==> src/rtl/pcs_40g_rx_block_sync.sv <==
// 40G PCS receive block sync: regroups 16-bit PMA words into 66-bit blocks
// and runs the 64b/66b block-lock state machine, which slips one bit at a
// time until the sync headers line up.
module pcs_40g_rx_block_sync #(
  parameter int PMA_DATA_W = 16,
  parameter int DATA_W     = 64,
  parameter int LOCK_CNT   = 64,
  parameter int INVLD_MAX  = 16
) (
  input  logic                  clk,
  input  logic                  nreset,
  input  logic [PMA_DATA_W-1:0] pma_i,
  output logic [1:0]            head_o,
  output logic [DATA_W-1:0]     data_o,
  output logic                  valid_o,
  output logic                  lock_o,
  output logic                  slip_o
);

  localparam int BLK_W = DATA_W + 2;
  // The fill level never exceeds BLK_W-1 before an append, so one block
  // less a bit plus one PMA word is the deepest the buffer can get.
  localparam int BUF_W = BLK_W - 1 + PMA_DATA_W;
  localparam int CNT_W = $clog2(BUF_W + 1);
  localparam int SH_W  = $clog2(LOCK_CNT) + 1;
  localparam int INV_W = $clog2(INVLD_MAX) + 1;

  typedef enum logic [0:0] {
    ST_UNLOCKED = 1'b0,
    ST_LOCKED   = 1'b1
  } state_t;

  // A sync header is legal only when its two bits differ (01 or 10).
  function automatic logic hdr_valid(input logic [1:0] hdr);
    return hdr[0] ^ hdr[1];
  endfunction

  logic [BUF_W-1:0]  buf_r;
  logic [CNT_W-1:0]  cnt_r;
  logic [1:0]        head_r;
  logic [DATA_W-1:0] data_r;
  logic              valid_r;
  logic              lock_r;
  logic              slip_r;
  state_t            state_r;
  logic [SH_W-1:0]   sh_cnt_r;
  logic [INV_W-1:0]  inv_cnt_r;
  logic              slip_hold_r;

  logic [BUF_W-1:0]  app_s;
  logic [CNT_W-1:0]  next_cnt_s;
  logic              emit_s;
  logic [CNT_W-1:0]  shift_s;
  logic [BUF_W-1:0]  buf_nxt_s;
  logic [CNT_W-1:0]  cnt_nxt_s;
  state_t            state_nxt_s;
  logic [SH_W-1:0]   sh_cnt_nxt_s;
  logic [INV_W-1:0]  inv_cnt_nxt_s;
  logic              slip_hold_nxt_s;
  logic              slip_s;
  logic              hdr_ok_s;

  // Gearbox: append the new word above the valid bits, then drop one block
  // and/or the slipped bit from the bottom in the same update.
  always_comb begin
    app_s      = buf_r | (BUF_W'(pma_i) << cnt_r);
    next_cnt_s = cnt_r + CNT_W'(PMA_DATA_W);
    emit_s     = (next_cnt_s >= CNT_W'(BLK_W));
    shift_s    = (emit_s ? CNT_W'(BLK_W) : {CNT_W{1'b0}}) +
                 (slip_s ? CNT_W'(1) : {CNT_W{1'b0}});
    buf_nxt_s  = app_s >> shift_s;
    cnt_nxt_s  = next_cnt_s - shift_s;
  end

  // Lock FSM: judges the header of the block currently on the outputs.
  // slip_hold_r blocks a second slip on the first block examined after one.
  always_comb begin
    state_nxt_s     = state_r;
    sh_cnt_nxt_s    = sh_cnt_r;
    inv_cnt_nxt_s   = inv_cnt_r;
    slip_hold_nxt_s = slip_hold_r;
    slip_s          = 1'b0;
    hdr_ok_s        = hdr_valid(head_r);
    if (valid_r) begin
      slip_hold_nxt_s = 1'b0;
      case (state_r)
        ST_UNLOCKED: begin
          if (hdr_ok_s) begin
            if (sh_cnt_r == SH_W'(LOCK_CNT - 1)) begin
              state_nxt_s   = ST_LOCKED;
              sh_cnt_nxt_s  = {SH_W{1'b0}};
              inv_cnt_nxt_s = {INV_W{1'b0}};
            end else begin
              sh_cnt_nxt_s  = sh_cnt_r + SH_W'(1);
            end
          end else begin
            sh_cnt_nxt_s = {SH_W{1'b0}};
            slip_s       = ~slip_hold_r;
          end
        end
        ST_LOCKED: begin
          // Loss of lock is checked first so it wins over a window wrap.
          if (!hdr_ok_s && (inv_cnt_r == INV_W'(INVLD_MAX - 1))) begin
            state_nxt_s   = ST_UNLOCKED;
            sh_cnt_nxt_s  = {SH_W{1'b0}};
            inv_cnt_nxt_s = {INV_W{1'b0}};
            slip_s        = ~slip_hold_r;
          end else if (sh_cnt_r == SH_W'(LOCK_CNT - 1)) begin
            sh_cnt_nxt_s  = {SH_W{1'b0}};
            inv_cnt_nxt_s = {INV_W{1'b0}};
          end else begin
            sh_cnt_nxt_s  = sh_cnt_r + SH_W'(1);
            inv_cnt_nxt_s = hdr_ok_s ? inv_cnt_r : (inv_cnt_r + INV_W'(1));
          end
        end
        default: begin
          state_nxt_s   = ST_UNLOCKED;
          sh_cnt_nxt_s  = {SH_W{1'b0}};
          inv_cnt_nxt_s = {INV_W{1'b0}};
        end
      endcase
      if (slip_s) begin
        slip_hold_nxt_s = 1'b1;
      end else begin
        slip_hold_nxt_s = slip_hold_nxt_s;
      end
    end else begin
      slip_hold_nxt_s = slip_hold_r;
    end
  end

  // State and output registers; lock_o and slip_o change together on the
  // edge that applies the FSM decision.
  always_ff @(posedge clk) begin
    if (!nreset) begin
      buf_r       <= {BUF_W{1'b0}};
      cnt_r       <= {CNT_W{1'b0}};
      head_r      <= 2'b00;
      data_r      <= {DATA_W{1'b0}};
      valid_r     <= 1'b0;
      lock_r      <= 1'b0;
      slip_r      <= 1'b0;
      state_r     <= ST_UNLOCKED;
      sh_cnt_r    <= {SH_W{1'b0}};
      inv_cnt_r   <= {INV_W{1'b0}};
      slip_hold_r <= 1'b0;
    end else begin
      buf_r       <= buf_nxt_s;
      cnt_r       <= cnt_nxt_s;
      valid_r     <= emit_s;
      if (emit_s) begin
        head_r <= app_s[1:0];
        data_r <= app_s[BLK_W-1:2];
      end
      state_r     <= state_nxt_s;
      lock_r      <= (state_nxt_s == ST_LOCKED);
      slip_r      <= slip_s;
      sh_cnt_r    <= sh_cnt_nxt_s;
      inv_cnt_r   <= inv_cnt_nxt_s;
      slip_hold_r <= slip_hold_nxt_s;
    end
  end

  assign head_o  = head_r;
  assign data_o  = data_r;
  assign valid_o = valid_r;
  assign lock_o  = lock_r;
  assign slip_o  = slip_r;

endmodule

==> config.mk <==
export PLATFORM = sky130hd
export DESIGN_NAME = pcs_40g_rx_block_sync
export DESIGN_NICKNAME = d
export VERILOG_FILES = /design/src/rtl/pcs_40g_rx_block_sync.sv
export SDC_FILE = /design/constraint.sdc
export NUM_CORES = 1
export LEC_CHECK = 0
export ABC_AREA = 1
export CAP_MARGIN = 15
export CORE_MARGIN = 2
export CORE_UTILIZATION = 35
export CTS_BUF_LIST = sky130_fd_sc_hd__clkbuf_16
export DETAILED_ROUTE_END_ITERATION = 10
export PLACE_DENSITY_LB_ADDON = 0.12
export SLEW_MARGIN = 15
export SYNTH_ARGS = -nofsm -noshare
export SYNTH_HDL_FRONTEND = slang
export SYNTH_SLANG_ARGS = --single-unit
==> constraint.sdc <==
create_clock -name clk -period 3.3 [get_ports clk]
set_clock_uncertainty 0.15 [all_clocks]
set_input_delay 0.33 -clock clk [delete_from_list [all_inputs] [get_ports clk]]
set_output_delay 0.33 -clock clk [all_outputs]
set_load 0.01 [all_outputs]
---- Word level (Yosys, flattened, before mapping) ----
Cells that the tools add are included.
storage, ports and cells
  output and inout bits ................... 69
  register bits after elaboration ......... 170
  logic and storage cells ................. 52
operators by class
  order comparisons ....................... 1
  $add $sub $neg .......................... 5
  equality and inequality tests ........... 5
  shift-type cells ........................ 2
  bitwise logic cells ..................... 4
  reduce and logical (&&, ||, !) cells .... 3
  muxes and demuxes ....................... 22
operators by type and width
  kind                 number
  $or 81x81->81        1
  $shl 16x7->81        1
  $shr 81x7->81        1
  $mux 7               4
  $mux 5               5
  $pmux 7 s2           1
  $pmux 5 s2           1
  $mux 1               9
  $add 7x1->7          1
  $add 7x1->7 const B  1
  $add 7x5->7 const B  1
  $eq 7x6->1 const B   1
  $ge 7x7->1 const B   1
  $sub 7x7->7          1
  $add 5x1->5 const B  1
  $eq 5x4->1 const B   1
  $ne 2x2->1 const B   2
  $ne 4x2->1 const B   1
  $pmux 1 s2           2
  $reduce_and 4->1     1
  $not 1->1            2
  $logic_and 1x1->1    1
  $logic_not 1->1      1
  $xor 1x1->1          1

---- Longest topological paths before layout ----
Gate-level depths: netlist of the first run.
  depth in word-level cells ............... 10
  gate-level depth with buffers ........... 20
  mapped depth without buffers ............ 18

---- Worst setup path after synthesis of the first run ----
OpenSTA, ideal clock, no wires.
  path kind ............................... reg-to-reg
  start point ............................. reg inv_cnt_r[0]
  end point ............................... reg cnt_r[6]
  setup time .............................. 70 ps
  clock period less this slack ............ 2710 ps
  stages on the path, launching flop included .. 21
  arrival ................................. 2490 ps
  path slack .............................. 590 ps
  cell sequence ........................... dfxtp_1 ha_1 inv_1 nor3_1 ha_1 o21ai_2 nor2_2 inv_2 nor2_8 buf_4 buf_2 ha_1 inv_1 ha_1 inv_1 nand2_1 inv_1 nand2_1 a21boi_0 o21ai_0 a21oi_1
between the ends
  word-level cells in the longest chain between the ends .. 9
RTL lines
  item                    line  text
  start, declared         47    logic [INV_W-1:0] inv_cnt_r;
  start signal, assigned  145   inv_cnt_r <= {INV_W{1'b0}};
  start signal, assigned  159   inv_cnt_r <= inv_cnt_nxt_s;
  $eq 5x4->1              103   if (!hdr_ok_s && (inv_cnt_r == INV_W'(INVLD_MAX - 1))) begin
  $logic_and 1x1->1       103
  $mux 1                  103
  $pmux 1 s2              86    case (state_r)
  $mux 1 (2 in series)    84    if (valid_r) begin
  net slip_s              60    logic slip_s;
  $mux 1                  70    (slip_s ? CNT_W'(1) : {CNT_W{1'b0}});
  $add 7x1->7             69    shift_s = (emit_s ? CNT_W'(BLK_W) : {CNT_W{1'b0}}) +
  $sub 7x7->7             72    cnt_nxt_s = next_cnt_s - shift_s;
  end signal, assigned    137   cnt_r <= {CNT_W{1'b0}};
  end signal, assigned    149   cnt_r <= cnt_nxt_s;
  end, declared           39    logic [CNT_W-1:0] cnt_r;
The timed path passes the listed nets, and every way through them passes these cells. The select of a mux whose other input is x is not followed.
A chain may end at the register's enable or synchronous reset.

---- Final worst setup path of the first run ----
  start point ............................. reg inv_cnt_r[0]
  end point ............................... reg cnt_r[6]
between the ends
  word-level cells in the longest chain between the ends .. 9
RTL lines
  item                  line
  $eq 5x4->1            103
  $logic_and 1x1->1     103
  $mux 1                103
  $pmux 1 s2            86
  $mux 1 (2 in series)  84
  $mux 1                70
  $add 7x1->7           69
  $sub 7x7->7           72
No other way between the ends. The select of a mux whose other input is x is not followed.

==> qor.yml, run 1 <==
syn_to_final_growth_pct: 19.61
hold_path_class: "register to register"
whs_path_depth: 2
max_freq_mhz: 379.2
power.total_mw: 10.69
clock_latency_ps: 430
critical_path_class: "register to register"
vias: 8348
fin_nets: 1308
maxCapViolCount: 0
final_cell_mix: "nand2_1 (262), dfxtp_1 (170), nand3_1 (155), nor2_1 (144), clkdlybuf4s50_1 (86)"
grt_pass1_vias: 7695
synth_fp_nets: 1254
setup_ws_ps: 662.8
path_buf_inv: 5
gr-total-overflow: 0
status: "finished, final reports clean"
chipWidth_um: 162.9
cts_tree: "done"
crit_chain: "ha_1 -> inv_1 -> nor3_1 -> ha_1 -> o21ai_2 -> nor2_2 -> inv_2 -> nor2_8 -> ha_1 -> inv_1 -> ha_1 -> inv_1 -> nand2_1 -> inv_1 -> nand2_1 -> a21boi_0 -> o21ai_0 -> a21oi_1"
pin_count: 87
grt_max_degree: 59
final_antenna_net_count: 0
grt_pass1_wl_um: 42690
crit_arrival_ps: 2850
min_to: "sh_cnt_r[6]"
hold_viol: 0
rsz0062_at_grt: "false"
fp.dieArea_um2: 26550
routedWlPerCell_um: 16.68
clk_pin_slew_worst_paths_ps: 70
synth_cells: 1229
end_kind: "register"
cts_sinks: 170
wirelength_um: 27120
fp.coreArea_um2: 24960
cts_resized: 0
synth_area_um2: 8841
synthFlopType: "dfxtp_1"
crit_path_max_incr_delay_ps: 380
route.detailed.drc: 0
first_iter_violations: 732
dp.cells: 1594
fp.dieH_um: 162.9
relSlewSlack: 0.5275
grt.total_usage: 0.2063
cp_max_fo: 4
cts_max_level: 4
rows: 58
ys_ff_latch: 170
clockRootBuffer: "clkbuf_16"
p_leak_nw: 4.551
place_congestion: 0.9214
worstHoldStart: "sh_cnt_r[6]"
synth_cell_types: 51
tns_ps: 0
critPathLaunchType: "register"
async_flop_share: 0
r2r-start: "inv_cnt_r[0]"
drive_above_1_share: 0.1127
synth_edf_count: 0
layout_commonest_cell: "nand2_1"
utilization: 0.4236
cts_hold_buffers: 0
crit_required_ps: 3510
fillers: 2614
vdd.ir_drop.worst_v: 0.0004017
stdcell_count: 1626
yosys_warnings: 0
avgViaCountPerCell: 5.134
r2r_slack_ps: 660
antenna_cells: 0
r2r_end: "cnt_r[6]"
avgSynthCellArea_um2: 7.194
rr_worst_depth: 18
cts_buffers: 17
dp_slack_ps: 688.4
power.density_nw_per_um2: 1011
ys_seq_area_frac: 0.3849
start_util: 0.3541
cp_top_family: "adder cells"
drt_first_pass_iters: 8
io_buffers: 86
worst_pin_slew_ps: 707.8
setup_viol: 0
place_hpwl_um: 19490
antenna_found_initial: 0
post-route-period-util: 0.7992
cts_setup_buffers: 0
slew_violations: 0
crit_path_top_delay_cell: "dfxtp_1"
clock_path_buffers: 2
period_minus_slack_ps: 2637
==> registers in the layout, summed over array words and instances (netlist names) <==
| name | cells |
|---|---|
| buf_r | 81 |
| inv_cnt_r | 5 |
| sh_cnt_r | 7 |
| head_o | 2 |
| state_r | 1 |
| data_o | 64 |
| cnt_r | 7 |
| slip_hold_r | 1 |
| slip_o | 1 |
| valid_o | 1 |
==> worst max path at each step <==
stage	end	start	cells past startpoint
final	cnt_r[6]	inv_cnt_r[0]	18
after global routing	cnt_r[6]	inv_cnt_r[0]	18
after CTS	cnt_r[6]	inv_cnt_r[0]	18
after detailed placement	cnt_r[6]	inv_cnt_r[0]	18
after global placement	data_o[39]	cnt_r[3]	7
after floorplan	cnt_r[6]	inv_cnt_r[0]	20
==> kinds of logic (layout without fill, tap and decap cells) <==
| group | count (synthesis) | after routing | synth area share |
|---|---|---|---|
| and+or+nand+nor | 696 | 696 | 0.3732 |
| buffers and inverters | 176 | 243 | 0.09737 |
| adders and majority gates | 7 | 7 | 0.009906 |
| DFF | 170 | 170 | 0.3849 |
| xor gates and xnor gates | 4 | 4 | 0.004813 |
| AOI/OAI and AO/OA | 176 | 176 | 0.1298 |
==> cells in the mapped netlist, types with 9 or more instances <==
cell        n  area (um^2)
a21o_1     12        90.09
inv_2       9        33.78
nand2_2    18        112.6
nand4_1    59        369.1
nand2_1   262        983.4
buf_4      12        90.09
o21bai_1    9        67.56
buf_2      44        220.2
o21ai_0    36        180.2
inv_1      82        307.8
clkbuf_1   11        41.29
dfxtp_1   170         3403
a21oi_1    38        190.2
o21ai_1    27        135.1
nor2_1    145        544.3
nand3_1   155        775.7
a22o_1     28        245.2
nand3_2    27        270.3
nor3_1     10        50.05
==> metal layers <==
layer  vias up  track usage  part of all wire
met2       185       0.3138              0.43
met5         -            0                 0
li1       4212            -                 -
met4         0      0.07401             0.027
met1      3914       0.2923              0.50
met3        37      0.03641             0.045
==> worst reg2reg max path, delay by kind of cell (launching register included) <==
kind,cells,cell delay (ps)
flip-flops,1,380
adder cells (fa/ha/maj),4,710
buffers and inverters,5,290
AO/OA/AOI/OAI,4,530
AND/OR/NAND/NOR,5,500
==> cell type report <==
type | instances | area, um^2 | area share
sequential | 170 | 3403 | 0.3218
inverter | 96 | 372.9 | 0.03526
timing repair buffer | 115 | 1141 | 0.1079
clock inverter | 15 | 230.2 | 0.02177
multi-input combinational | 883 | 4589 | 0.4340
tap | 330 | 412.9 | 0.03904
clock buffer | 17 | 425.4 | 0.04023
==> where the power goes <==
group / switching (mW) / internal, mW / leakage, nW / total, mW
sequential: 0.301 / 2.68 / 1.38 / 2.98
clock: 0.977 / 1.24 / 0.317 / 2.22
combinational: 3.65 / 1.84 / 2.85 / 5.49
==> stage by stage <==
stage	hold slack (ps)	instance area [um^2]
6_report	304.6	10580
5_1_grt	320.4	10580
4_1_cts	309.9	10580
3_5_place_dp	289.7	9920
3_3_place_gp	292.4	9920
2_1_floorplan	273.5	8841
(Power assumes the default switching activity.)
==> run 2: changes to the inputs <==
==> constraint.sdc (replaced) <==
create_clock -name clk -period 2.2 [get_ports clk]
set_clock_uncertainty 0.15 [all_clocks]
set_input_delay 0.22 -clock clk [delete_from_list [all_inputs] [get_ports clk]]
set_output_delay 0.22 -clock clk [all_outputs]
set_load 0.01 [all_outputs]
==> run 2 against run 1 <==
Compared with the run above: the run now ends with negative setup slack left; worst setup slack got worse by 710 ps; clock-buffer cell count unchanged; critical path depth unchanged; first-iteration DRC count decreased by 18%; worst hold slack got worse by 3.2 ps; register-to-register slack got worse by 710 ps; total power increased by 65%; non-clock buffer count increased by 70; largest power group unchanged; highest routed layer unchanged.
==> qor.yml, run 2 (synthesized netlist as in run 1, its figures left out) <==
avgViaCountPerCell: 5.147
vias: 8734
rsz0062_at_grt: "true"
max_freq_mhz: 444.9
clk_pin_slew_worst_paths_ps: 80
chipWidth_um: 162.9
cts_hold_buffers: 0
cts_tree: "done"
final_antenna_net_count: 0
crit_arrival_ps: 2460
p_leak_nw: 5.061
post-route-period-util: 1.022
violations: "negative setup slack"
routedWlPerCell_um: 17.49
critPathLaunchType: "register"
antenna_cells: 0
first_iter_violations: 598
crit_path_top_delay_cell: "dfxtp_2"
power.density_nw_per_um2: 1513
cp_top_family: "adder cells"
critical_path_class: "register to register"
rows: 58
hold_ws_ps: 301.4
status: "complete, but fails checks"
fp.coreArea_um2: 24960
crit_cells: 18
final_cell_mix: "nand2_1 (254), dfxtp_1 (168), nand3_1 (154), nor2_1 (137), clkdlybuf4s50_1 (86)"
dp_slack_ps: -163.8
layout_commonest_cell: "nand2_1"
clock_path_buffers: 2
rr_worst_depth: 18
period_minus_slack_ps: 2248
relSlewSlack: 0.7128
place_congestion: 0.9216
end_kind: "register"
cts_max_level: 4
cp_max_fo: 3
drive_above_1_share: 0.1880
setup_ws_ps: -47.80
place_hpwl_um: 19970
startpoint: "inv_cnt_r[0]"
slew_violations: 0
dr_wl_met3_um: 1579
dr.max_layer_used: "met4"
hold_path_class: "register to register"
worstHoldStart: "data_o[23]"
final_area_um2: 11670
cts_buffers: 17
crit_chain: "ha_4 -> inv_2 -> nor3_2 -> ha_2 -> o21ai_2 -> nor2_2 -> inv_2 -> nor2_8 -> ha_4 -> inv_4 -> ha_4 -> inv_2 -> nand2_2 -> inv_2 -> nand2_2 -> a21boi_2 -> o21ai_1 -> a21oi_1"
min_to: "data_o[23]"
largest_reg_flops: 81
route.met2.wl_um: 13880
setup_viol: 1
grt_pass1_vias: 7940
hold_viol: 0
cts_sinks: 170
clockRootBuffer: "clkbuf_16"
vdd.ir_drop.worst_v: 0.0006506
grt.total_usage: 0.2107
fin_nets: 1379
pin_count: 87
crit_required_ps: 2410
met1_length_um: 13630
maxCapViolCount: 0
regMostFlops: "buf_r"
worst_pin_slew_ps: 428.1
start_util: 0.3541
r2r-start: "inv_cnt_r[0]"
cpMostUsedCell: "inv_2"
io_buffers: 86
crit_path_max_incr_delay_ps: 350
path_buf_inv: 5
antenna_found_initial: 0
syn_to_final_growth_pct: 31.98
dpl_cell_area_um2: 10480
grt_pass1_wl_um: 43860
clock_latency_ps: 440
drt_first_pass_iters: 5
fp.dieArea_um2: 26550
r2r_end: "cnt_r[6]"
wirelength_um: 29680
whs_path_depth: 1
r2r_slack_ps: -50
gr-total-overflow: 0
fp.dieH_um: 162.9
tns_ps: -47.80
route.detailed.drc: 0
grt_max_degree: 57
## run 2: how the worst max path moves through the flow
stage               end  slack [ps]
5_1_grt        cnt_r[6]        -240
2_1_floorplan  cnt_r[6]        -320
4_1_cts        cnt_r[6]         -80
6_report       cnt_r[6]         -50
3_5_place_dp   cnt_r[6]        -160
3_3_place_gp   cnt_r[6]        -130
## run 2: metal layers
layer	vias to the layer above	global-route usage
li1	4374	-
met5	-	0
met1	4075	0.2882
met3	32	0.03310
met4	0	0.06034
met2	253	0.3436
## run 2: stage by stage
stage          std cells    util  power, mW
6_report            1697  0.4674      17.65
2_1_floorplan       1229       -      10.31
5_1_grt             1697  0.4674      18.92
3_3_place_gp        1643  0.4199      13.52
4_1_cts             1675  0.4440      16.68
3_5_place_dp        1643  0.4199      13.57
## run 2: cell type report
cell class | count | area, um^2
inverters | 96 | 400.4
well taps | 330 | 412.9
clock inverters | 15 | 173.9
multi-input cells | 883 | 4741
clock buffers | 17 | 425.4
repair inverters | 1 | 8.758
fillers | 2557 | 13300
repair buffers | 185 | 2101
flip-flops and latches | 170 | 3406
## run 2: timing repair
action | CTS | global route
endpoints found under the setup margin | 33 | 83
pin swaps | 9 | 16
resized for setup | 1 | 63
buffers inserted | 0 | 6
cloned | 0 | 16
## run 2: where the power goes
group	leakage [nW]	switching, mW	total (mW)	internal, mW
Combinational	3.39	6.24	10.2	3.99
Sequential	1.38	0.357	4.37	4.01
Clock	0.286	1.52	3.06	1.54
==> patch (settings of run 2) <==
Remove the register `slip_r`: a continuous assignment takes its place, so the output `slip_o` follows one clock earlier.
--- a/src/rtl/pcs_40g_rx_block_sync.sv
+++ b/src/rtl/pcs_40g_rx_block_sync.sv
@@ -141,3 +141,2 @@
       lock_r      <= 1'b0;
-      slip_r      <= 1'b0;
       state_r     <= ST_UNLOCKED;
@@ -156,3 +155,2 @@
       lock_r      <= (state_nxt_s == ST_LOCKED);
-      slip_r      <= slip_s;
       sh_cnt_r    <= sh_cnt_nxt_s;
@@ -162,2 +160,4 @@
   end
+
+  assign slip_r = slip_s;
 
Behaviour: not the same (Yosys sat finds a counterexample within 10 cycles, from zero or initial values and one cycle with nreset low).
==> patch against run 2 <==
  * Critical endpoint unchanged
  * Via count is 1.5% lower
  * Wire length decreased by 3.0%
  * Design area is 0.92% lower
  * Setup slack improved by 60 ps
  * Clock power grew 9.5%
  * Sequential cell count fell by 1
  * Synthesized area down 1.9%
  * Global-route usage up 0.29 points
  * Final cell count shrank 0.88%
  * Total power is 0.25% higher
==> patch: results (changes against run 2) <==
[status]
status = completed  ; was finished, violations left

[synthesis]
synthXorXnorAreaFrac_pct = 0.3029  ; was 0.4812%
synth_top_cell_area_share_pct = 39.00  ; was 38.49%
post_synth_inst_count = 1224  ; was 1229
synth_compound_area_share_pct = 13.13  ; was 12.98%
yosysSeqAreaShare_pct = 39.00  ; was 38.49%
synthTopCellsByArea = dfxtp_1 39%, nand2_1 12%, nand3_1 9.9%  ; was dfxtp_1 38%, nand2_1 11%, nand3_1 8.8%
synth_warnings = 0  ; unchanged
netlist_top_cells_count = 267 x nand2_1, 172 x nand3_1, 169 x dfxtp_1  ; was 262 x nand2_1, 170 x dfxtp_1, 155 x nand3_1
ys_types = 47  ; was 51
synthAdderAreaFrac_pct = 1.010  ; was 0.9907%

[min_path]
hold_end = data_o[54]  ; was data_o[23]
min_path_cells = 2  ; was 1
min_from = data_o[54]  ; was data_o[23]

[clocking]
postCtsSetupBuffers = 1  ; was 0
cts_resized = 11  ; was 1
clkSlewWorstSetupHoldPaths_ps = 70
cts_root_buf = clkbuf_16  ; unchanged

[place]
dp_hpwl_mm = 19.85  ; was 19.97 mm
dpl_cell_area_sq_mm = 0.01030  ; was 0.01048 sq mm
dp_worst_setup_slack_ps = -55.32  ; was -163.8 ps
placed_cells_incl_taps = 1634  ; was 1643
place.gp.congestion = 0.9273  ; was 0.9216

[pwr]
vdd_drop_max_uv = 601.0  ; was 650.6 uV
switching_power_w = 0.007978  ; was 0.008116 W
leakagePower_nw = 5.067  ; was 5.061 nW

[timing]
fmax_ghz = 0.4571  ; was 0.4449 GHz
maxSlewHeadroom_pct = 71.72  ; was 71.28%
hold_slack_ps = 304.3  ; was 301.4 ps

[grt]
grt_pass1_vias = 7837  ; was 7940
met1_usage_pct = 30.82  ; was 28.82%
grt_start_max_net_pins = 56  ; was 57
grtUsageTotal_pct = 21.36  ; was 21.07%
met3_usage_pct = 3.621  ; was 3.310%
grt_overflow = 0  ; unchanged
grt_antenna_before_repair = 0  ; unchanged
grt_use_met2_pct = 32.61  ; was 34.36%
grt_pass1_wl_mm = 43.84  ; was 43.86 mm

[final_layout]
layout.nets = 1370  ; was 1379
fin_cells = 1682  ; was 1697
layout-drive-gt1-share_pct = 17.67  ; was 18.80%

[detailed_routing]
drt-met1-wl_mm = 14.12  ; was 13.63 mm
wl_met2_mm = 12.80  ; was 13.88 mm
dr.first_iter.drc_count = 779  ; was 598
drt_pass1_iterations = 7  ; was 5
wl_met3_mm = 1.316  ; was 1.579 mm
routed_wl_mm = 28.79  ; was 29.68 mm
vias = 8607  ; was 8734

[critical_path]
crit_path_start = inv_cnt_r[1]  ; was inv_cnt_r[0]
reg2reg_slack_ps = 10  ; was -50 ps

[patch: cell types whose count changed in the layout (fill, tap and decap cells not counted), sizes merged, moves of 2 or more]
cell	delta
clkbuf	-3
clkinv	-3
o21bai	+2
buf	-3
nor2	+2
inv	-4
nand3	+2
bufinv	+3
nand2	-2
[patch: power by group through the flow]
stage / logic (W) / registers (W) / clock network, W
final: 0.0100 / 0.00435 / 0.00335
after global routing: 0.0110 / 0.00444 / 0.00354
after CTS: 0.00908 / 0.00435 / 0.00342
after detailed placement: 0.00893 / 0.00441 / 0
after global placement: 0.00893 / 0.00440 / 0
after floorplan: 0.00570 / 0.00448 / 0
[patch: final cells by class]
type | count | area (sq um)
Timing Repair Buffer | 178 | 1981
Fill cell | 2421 | 12760
Inverter | 91 | 380.4
Clock buffer | 17 | 425.4
Sequential cell | 169 | 3387
Clock inverter | 15 | 222.7
Timing Repair inverter | 2 | 22.52
Multi-Input combinational cell | 886 | 4737
Tap cell | 324 | 405.4
